$ cat src/rtl/fb_arb_pkg.sv
// Shared types and defaults for the frame-buffer / CPU RAM arbiter.
package fb_arb_pkg;

  typedef enum logic [1:0] {
    IDLE  = 2'd0,
    ISSUE = 2'd1,
    READ  = 2'd2
  } state_t;

  typedef enum logic {
    OWN_VGA = 1'b0,
    OWN_CPU = 1'b1
  } owner_t;

  localparam logic [15:0] FB_BASE_DEFAULT = 16'hF000;

endpackage

$ cat src/rtl/fb_arb_prio.sv
// Combinational grant decision: a saturated CPU wait beats a pending VGA fetch,
// otherwise VGA beats a fresh CPU request. Zero latency.
module fb_arb_prio (
  input  logic vga_pend_i,
  input  logic cpu_new_i,
  input  logic wait_sat_i,
  output logic owner_cpu_o,
  output logic go_o
);

  always_comb begin
    owner_cpu_o = 1'b0;
    go_o        = 1'b0;
    if (cpu_new_i && wait_sat_i) begin
      owner_cpu_o = 1'b1;
      go_o        = 1'b1;
    end else if (vga_pend_i) begin
      owner_cpu_o = 1'b0;
      go_o        = 1'b1;
    end else if (cpu_new_i) begin
      owner_cpu_o = 1'b1;
      go_o        = 1'b1;
    end
  end

endmodule

$ cat src/rtl/fb_mem_arbiter.sv
// Shares one single-port RAM between the VGA fetcher and the CPU; all outputs registered.
// VGA: strobe edge to vga_valid 3 clk; CPU read 3 clk / write 2 clk when uncontested.
module fb_mem_arbiter
  import fb_arb_pkg::*;
#(
  parameter int                DATA_W       = 16,
  parameter int                ADDR_W       = 16,
  parameter logic [ADDR_W-1:0] FB_BASE      = FB_BASE_DEFAULT,
  parameter int                CPU_MAX_WAIT = 8
) (
  input  logic              clk,
  input  logic              reset,
  input  logic              vga_req,
  input  logic [ADDR_W-1:0] vga_addr,
  output logic [DATA_W-1:0] vga_data,
  output logic              vga_valid,
  output logic              vga_overrun,
  input  logic              cpu_req,
  input  logic              cpu_we,
  input  logic [ADDR_W-1:0] cpu_addr,
  input  logic [DATA_W-1:0] cpu_wdata,
  output logic [DATA_W-1:0] cpu_rdata,
  output logic              cpu_ack,
  output logic              fb_dirty,
  output logic [ADDR_W-1:0] mem_addr,
  output logic              mem_we,
  output logic [DATA_W-1:0] mem_wdata,
  input  logic [DATA_W-1:0] mem_rdata
);

  localparam int WAIT_W = $clog2(CPU_MAX_WAIT + 1);

  state_t            state_q, state_d;
  owner_t            owner_q, owner_d;
  logic              we_q, we_d;
  logic              fb_hit_q, fb_hit_d;
  logic              vga_pend_q, vga_pend_d;
  logic [ADDR_W-1:0] vga_addr_q, vga_addr_d;
  logic              vga_overrun_q, vga_overrun_d;
  logic [WAIT_W-1:0] cpu_wait_q, cpu_wait_d;
  logic [DATA_W-1:0] vga_data_q, vga_data_d;
  logic              vga_valid_q, vga_valid_d;
  logic [DATA_W-1:0] cpu_rdata_q, cpu_rdata_d;
  logic              cpu_ack_q, cpu_ack_d;
  logic              fb_dirty_q, fb_dirty_d;
  logic [ADDR_W-1:0] mem_addr_q, mem_addr_d;
  logic              mem_we_q, mem_we_d;
  logic [DATA_W-1:0] mem_wdata_q, mem_wdata_d;

  logic cpu_busy, cpu_new, wait_sat, arb_slot;
  logic owner_cpu, go, grant, grant_vga, grant_cpu;

  // The CPU request being served stays high until its ack, so it must not look new again.
  assign cpu_busy = (state_q != IDLE) && (owner_q == OWN_CPU);
  assign cpu_new  = cpu_req && !cpu_ack_q && !cpu_busy;
  assign wait_sat = (cpu_wait_q == WAIT_W'(CPU_MAX_WAIT));
  assign arb_slot = (state_q == IDLE) || (state_q == READ) ||
                    ((state_q == ISSUE) && we_q);

  fb_arb_prio u_prio (
    .vga_pend_i  (vga_pend_q),
    .cpu_new_i   (cpu_new),
    .wait_sat_i  (wait_sat),
    .owner_cpu_o (owner_cpu),
    .go_o        (go)
  );

  assign grant     = arb_slot && go;
  assign grant_vga = grant && !owner_cpu;
  assign grant_cpu = grant && owner_cpu;

  always_comb begin
    state_d       = state_q;
    owner_d       = owner_q;
    we_d          = we_q;
    fb_hit_d      = fb_hit_q;
    vga_pend_d    = vga_pend_q && !grant_vga;
    vga_addr_d    = vga_addr_q;
    vga_overrun_d = vga_overrun_q;
    cpu_wait_d    = cpu_wait_q;
    vga_data_d    = vga_data_q;
    vga_valid_d   = 1'b0;
    cpu_rdata_d   = cpu_rdata_q;
    cpu_ack_d     = 1'b0;
    fb_dirty_d    = 1'b0;
    mem_addr_d    = mem_addr_q;
    mem_we_d      = 1'b0;
    mem_wdata_d   = mem_wdata_q;

    if (vga_req) begin
      vga_pend_d = 1'b1;
      vga_addr_d = vga_addr;
      if (vga_pend_q && !grant_vga) vga_overrun_d = 1'b1;
    end

    if (grant_cpu)                 cpu_wait_d = '0;
    else if (cpu_new && !wait_sat) cpu_wait_d = cpu_wait_q + WAIT_W'(1);

    case (state_q)
      ISSUE: begin
        if (we_q) begin
          cpu_ack_d  = 1'b1;
          fb_dirty_d = fb_hit_q;
          state_d    = IDLE;
        end else begin
          state_d = READ;
        end
      end
      READ: begin
        state_d = IDLE;
        if (owner_q == OWN_VGA) begin
          vga_data_d  = mem_rdata;
          vga_valid_d = 1'b1;
        end else begin
          cpu_rdata_d = mem_rdata;
          cpu_ack_d   = 1'b1;
        end
      end
      default: ;
    endcase

    // A grant on the last cycle of an access overrides the return to IDLE.
    if (grant) begin
      state_d = ISSUE;
      owner_d = owner_cpu ? OWN_CPU : OWN_VGA;
      if (grant_vga) begin
        mem_addr_d = vga_addr_q;
        we_d       = 1'b0;
        fb_hit_d   = 1'b0;
      end else begin
        mem_addr_d = cpu_addr;
        we_d       = cpu_we;
        mem_we_d   = cpu_we;
        fb_hit_d   = cpu_we && (cpu_addr >= FB_BASE);
        if (cpu_we) mem_wdata_d = cpu_wdata;
      end
    end
  end

  always_ff @(posedge clk) begin
    if (reset) begin
      state_q       <= IDLE;
      owner_q       <= OWN_VGA;
      we_q          <= 1'b0;
      fb_hit_q      <= 1'b0;
      vga_pend_q    <= 1'b0;
      vga_addr_q    <= '0;
      vga_overrun_q <= 1'b0;
      cpu_wait_q    <= '0;
      vga_data_q    <= '0;
      vga_valid_q   <= 1'b0;
      cpu_rdata_q   <= '0;
      cpu_ack_q     <= 1'b0;
      fb_dirty_q    <= 1'b0;
      mem_addr_q    <= '0;
      mem_we_q      <= 1'b0;
      mem_wdata_q   <= '0;
    end else begin
      state_q       <= state_d;
      owner_q       <= owner_d;
      we_q          <= we_d;
      fb_hit_q      <= fb_hit_d;
      vga_pend_q    <= vga_pend_d;
      vga_addr_q    <= vga_addr_d;
      vga_overrun_q <= vga_overrun_d;
      cpu_wait_q    <= cpu_wait_d;
      vga_data_q    <= vga_data_d;
      vga_valid_q   <= vga_valid_d;
      cpu_rdata_q   <= cpu_rdata_d;
      cpu_ack_q     <= cpu_ack_d;
      fb_dirty_q    <= fb_dirty_d;
      mem_addr_q    <= mem_addr_d;
      mem_we_q      <= mem_we_d;
      mem_wdata_q   <= mem_wdata_d;
    end
  end

  assign vga_data    = vga_data_q;
  assign vga_valid   = vga_valid_q;
  assign vga_overrun = vga_overrun_q;
  assign cpu_rdata   = cpu_rdata_q;
  assign cpu_ack     = cpu_ack_q;
  assign fb_dirty    = fb_dirty_q;
  assign mem_addr    = mem_addr_q;
  assign mem_we      = mem_we_q;
  assign mem_wdata   = mem_wdata_q;

endmodule

$ cat config.mk
export PLATFORM = sky130hd
export DESIGN_NAME = fb_mem_arbiter
export DESIGN_NICKNAME = d
export VERILOG_FILES = /design/src/rtl/fb_arb_pkg.sv /design/src/rtl/fb_arb_prio.sv /design/src/rtl/fb_mem_arbiter.sv
export SDC_FILE = /design/constraint.sdc
export NUM_CORES = 1
export LEC_CHECK = 0
export BUFFER_PORTS_ARGS = -buffer_cell sky130_fd_sc_hd__buf_2
export CAP_MARGIN = 25
export CORE_MARGIN = 2
export CORE_UTILIZATION = 51
export CTS_BUF_LIST = sky130_fd_sc_hd__clkbuf_2
export CTS_CLUSTER_DIAMETER = 150
export DETAILED_ROUTE_END_ITERATION = 8
export GPL_TIMING_DRIVEN = 0
export PLACE_DENSITY = 0.79
export SKIP_CTS_REPAIR_TIMING = 1
export SKIP_LAST_GASP = 1
export SLEW_MARGIN = 15
export SYNTH_ARGS = -nofsm -noshare
export SYNTH_HDL_FRONTEND = slang
export SYNTH_SLANG_ARGS = --single-unit
$ cat constraint.sdc
create_clock -name clk -period 2 [get_ports clk]
set_input_delay 0 -clock clk [delete_from_list [all_inputs] [get_ports clk]]
set_output_delay 0 -clock clk [all_outputs]
set_load 0.01 [all_outputs]
# Word level (Yosys, flattened, before mapping)
# Index checks and enable logic that the tools add are counted.
# word_totals
regBits,95
in_bits,69
out_inout_bits,69
elab_cells,76
# op_classes
n_addsub,1
magnitude_cmp,1
eq_ne,3
muxes,17
bitwise_logic,6
reduce_logical,31
# ops
operator,n
greater-or-equal comparator 16 bit (second input constant),1
two-way mux 16 bit,1
two-way mux 1 bit,13
logical AND 1 bit,11
OR reduction 2 bit,4
NOT 1 bit,6
AND reduction 2 bit,3
zero test 1 bit,5
adder 4 x 1 -> 4 bit (second input constant),1
== test 4 bit (second input constant),1
one-hot mux 2 bit (2 select lines),1
nonzero test 2 bit,2
AND reduction 3 bit,1
nonzero test 3 bit,1
OR reduction 3 bit,1
== test 2 x 1 -> 1 bit (second input constant),1
== test 2 bit (second input constant),1
zero test 2 bit,1
logical OR 1 bit,2
two-way mux 2 bit,1
one-hot mux 1 bit (2 select lines),1

# Logic depth before layout (Yosys ltp)
# depth
word_depth,12
ltp_mapped,8

# Cells and area by module
# From an unflattened synthesis, not the netlist that was laid out.
# hier_totals
cells_unflattened,423
hier_area_um2,3875.0
# modules_own_cells
module,n_inst,cells_per_inst,area_each_um2,seq_area_each_um2
fb_mem_arbiter,1,420,3857.4,1901.8
fb_arb_prio,1,3,17.5,0.0

# Worst setup path before layout
# OpenSTA, ideal clock, no wires.
# synth_path
path_kind,flip-flop to flip-flop
start,register state_q[0]
end,register mem_addr_q[10] (netlist: mem_addr[10])
setup_ns,0.122
arrival_ns,1.687
path_slack_ns,0.191
stages_incl_launch_ff,9
n_path_buf,2
synth_period_minus_slack_ns,1.809
path_cell_list,dfxtp_1 inv_1 ha_1 buf_2 a211oi_4 a2111o_2 buf_6 nor3b_2 a221o_1
# synth_between
elab_chain_cells,10
word_cells_on_any_way,20
cone_classes,2 x eq/ne; 6 x mux; 12 x reduce/logical
# synth_lines
element,line_no,source
"start, declared",fb_mem_arbiter.sv:33,"state_t state_q, state_d;"
"start signal, assigned",fb_mem_arbiter.sv:159,state_q <= state_d;
nonzero test 2 bit,fb_mem_arbiter.sv:54,assign cpu_busy = (state_q != IDLE) && (owner_q == OWN_CPU);
logical AND 1 bit,fb_mem_arbiter.sv:54,
zero test 1 bit,fb_mem_arbiter.sv:55,assign cpu_new = cpu_req && !cpu_ack_q && !cpu_busy;
logical AND 1 bit,fb_mem_arbiter.sv:55,
two-way mux 1 bit,fb_arb_prio.sv:20,end else if (cpu_new_i) begin
two-way mux 1 bit,fb_arb_prio.sv:17,end else if (vga_pend_i) begin
two-way mux 1 bit,fb_arb_prio.sv:14,if (cpu_new_i && wait_sat_i) begin
logical AND 1 bit or zero test 1 bit (tied branches),"fb_mem_arbiter.sv:68, fb_mem_arbiter.sv:69",
logical AND 1 bit,fb_mem_arbiter.sv:69,assign grant_vga = grant && !owner_cpu;
two-way mux 16 bit,fb_mem_arbiter.sv:126,if (grant_vga) begin
"end signal, assigned",fb_mem_arbiter.sv:172,mem_addr_q <= mem_addr_d;
"end, declared",fb_mem_arbiter.sv:46,"logic [ADDR_W-1:0] mem_addr_q, mem_addr_d;"
# Parallel ways exist; a longest one is shown, timed or not.
# A chain may end at the register's enable or synchronous reset.

# Final worst setup path
# layout_path
start,register state_q[0]
end,register mem_addr_q[14] (netlist: mem_addr[14])
# The elaborated chain is that of the path after synthesis.

==> impl_metrics.toml <==
[outcome]
status = "finished, final reports clean"

[final_layout]
seqCellArea_mm2 = 0.00191
instances_no_fill = 731
multi_input_area_mm2 = 0.00183
diodes = 0
fillers = 501
synthToLayoutAreaGrowth_pct = 48.7
final_nets = 701
drive_gt1_frac = 0.312

[drt]
wl_per_cell_um = 15.1
drt-initial-drc-count = 181
wirelength_um = 11000
drc_errors = 0
via_count = 3723
viasPerCell = 5.09
antenna_left = 0
dr.pass1.iters = 4

[sta]
skew_ns = 0.0305
timing.final.ws_setup_ns = 0.0555
hold_viol = 0
min_period_ns = 1.94
finalMaxSlewViolations = 0
setup_violations = 0
period_share = 0.972
tightest_slew_ns = 0.668
timing.hold.ws_ns = 0.00130
timing.slew.headroom = 0.555
max_freq_mhz = 514
setup_tns_ns = 0

[logic_synthesis]
synthesis.instances = 399
synth_edf_count = 0
yosys_most_used_dff = "dfxtp_1"
synth-warning-count = 0
ys_types = 38
synth_fp_nets = 473
seq_area_frac_synth = 0.499
syn-cell-area_mm2 = 0.00381
async_flop_share = 0
ys_seq_elements = 95
avgSynthCellArea_um2 = 9.55

[clock_network]
cts_tree = "yes"
cts_root_buf = "clkbuf_2"
cts.sinks = 95
worst_skew_pair.late_latency_ns = 0.54
htreeDepth = 3
cts_buffers = 9
cts.clk_slew.worst_paths_ns = 0.24
clk_path_buf_depth = 2

[die]
io_pins = 138
start_util = 0.525
coreArea_mm2 = 0.00725
fp.dieH_um = 90.4
die_area_mm2 = 0.00818
rows = 31
die_x_um = 90.4

[place]
io_buffers = 136
dp_slack_ns = -0.0238
place_hpwl_um = 6690
place_inst = 634
gp_congestion = 0.886

[pwr]
peakVddDrop_uv = 484
pwr-share-comb = 0.317
clock_power_share = 0.220
intPower_uw = 3290
pwr-share-seq = 0.464
power.leakage_uw = 0.00248
swShare = 0.318
power_switching_uw = 1530
p_per_area_mw_per_mm2 = 851

[hold_path]
hold_class = "in -> reg"

[grt]
grt-busiest-layer = "met2"
grt_util_all_layers = 0.221
use_met1 = 0.294
grt_util_met2 = 0.355
first_global_vias = 3194
grt-ovfl-total = 0
use_met3 = 0.0334
grt_max_degree = 16
grt_pass1_wl_um = 14800
antenna_found_initial = 0

[critical_path]
cp_max_fo = 6
end_kind = "flop"
critPathArrivalTime_ns = 2.43
worstPathRequired_ns = 2.49
startpoint_type = "flop"
reg2reg_slack_ns = 0.06
critPathKind = "reg -> reg"

[job]
cap_violations = 0
## state kept, by name, indices dropped and copies added (netlist names), 2 cells and up
name / cells
cpu_wait_q: 4
vga_addr_q: 16
state_q: 2
vga_data: 16
mem_addr: 16
mem_wdata: 16
cpu_rdata: 16
## worst max-delay path, cell delays in order, from the launching register on
cell      delay [ns]
dfxtp_2         0.38
inv_1           0.16
ha_4            0.20
nor2b_2         0.09
a2111o_2        0.56
buf_4           0.19
nor3b_1         0.18
a221o_1         0.13
## per-layer routing
| metal | routed length, um | up-vias |
|---|---|---|
| met5 | 0 | - |
| met4 | 319 | 0 |
| met3 | 418 | 27 |
| met2 | 5790 | 117 |
| met1 | 4500 | 1767 |
| li1 | - | 1812 |
## power groups by stage
| stage | clock [uW] | combinational (uW) | sequential [uW] |
|---|---|---|---|
| floorplan | 0 | 712 | 2320 |
| global route | 1150 | 1650 | 2260 |
| detailed placement | 0 | 1170 | 2260 |
| CTS | 1070 | 1180 | 2220 |
| global placement | 0 | 1150 | 2250 |
| finish | 1060 | 1530 | 2240 |
## synth_stat cells (4+ instances only)
cell | number | area, um2
dfxtp_1 | 95 | 1900
nand2_1 | 67 | 251
nand2b_1 | 39 | 244
a21oi_1 | 38 | 190
mux2i_1 | 34 | 340
nor2_1 | 28 | 105
a221o_1 | 15 | 150
clkbuf_1 | 14 | 52.6
nor3b_2 | 9 | 113
nor3b_1 | 6 | 45.0
ha_1 | 5 | 62.6
inv_1 | 5 | 18.8
buf_1 | 4 | 15.0
buf_2 | 4 | 20.0
## placed cells by master (no fill, tap or decap), drive strengths merged, types with 26 or more instances in the layout
master,count
mux2i,34
nor2,28
dlygate4sd3,75
a21oi,38
nand2b,39
buf,154
nand2,67
clkbuf,26
dfxtp,95
## path summary, 6_finish.rpt
check                     start            end  cells past startpoint
hold reg to reg   cpu_rdata[10]  cpu_rdata[10]                      2
setup reg to reg     state_q[0]   mem_addr[14]                      7
hold / removal          cpu_req  cpu_wait_q[2]                      5
setup / recovery     state_q[0]   mem_addr[14]                      7
## per-stage QoR
step	cell area (um2)	utilization	power, uW
floorplan	3810	-	3030
global placement	4620	0.636	3400
detailed placement	4620	0.636	3430
CTS	4750	0.655	4470
global route	5670	0.781	5060
finish	5670	0.781	4820
## layout make-up
class,instances,area share
timing repair buffer,218,0.265
sequential,95,0.337
clock buffer,11,0.00972
buffer,26,0.0258
clock inverter,5,0.0144
inverter,5,0.00331
multi-input combinational,272,0.323
tap,99,0.0219
## cell families after synthesis
group | share of synthesized area
DFF | 0.499
adders and majority gates | 0.0164
and+or+nand+nor | 0.228
xor gates and xnor gates | 0.00690
AOI/OAI and AO/OA | 0.119
buffers and inverters | 0.0417
muxes | 0.0893
No activity file was read; power rests on OpenSTA's default activity.
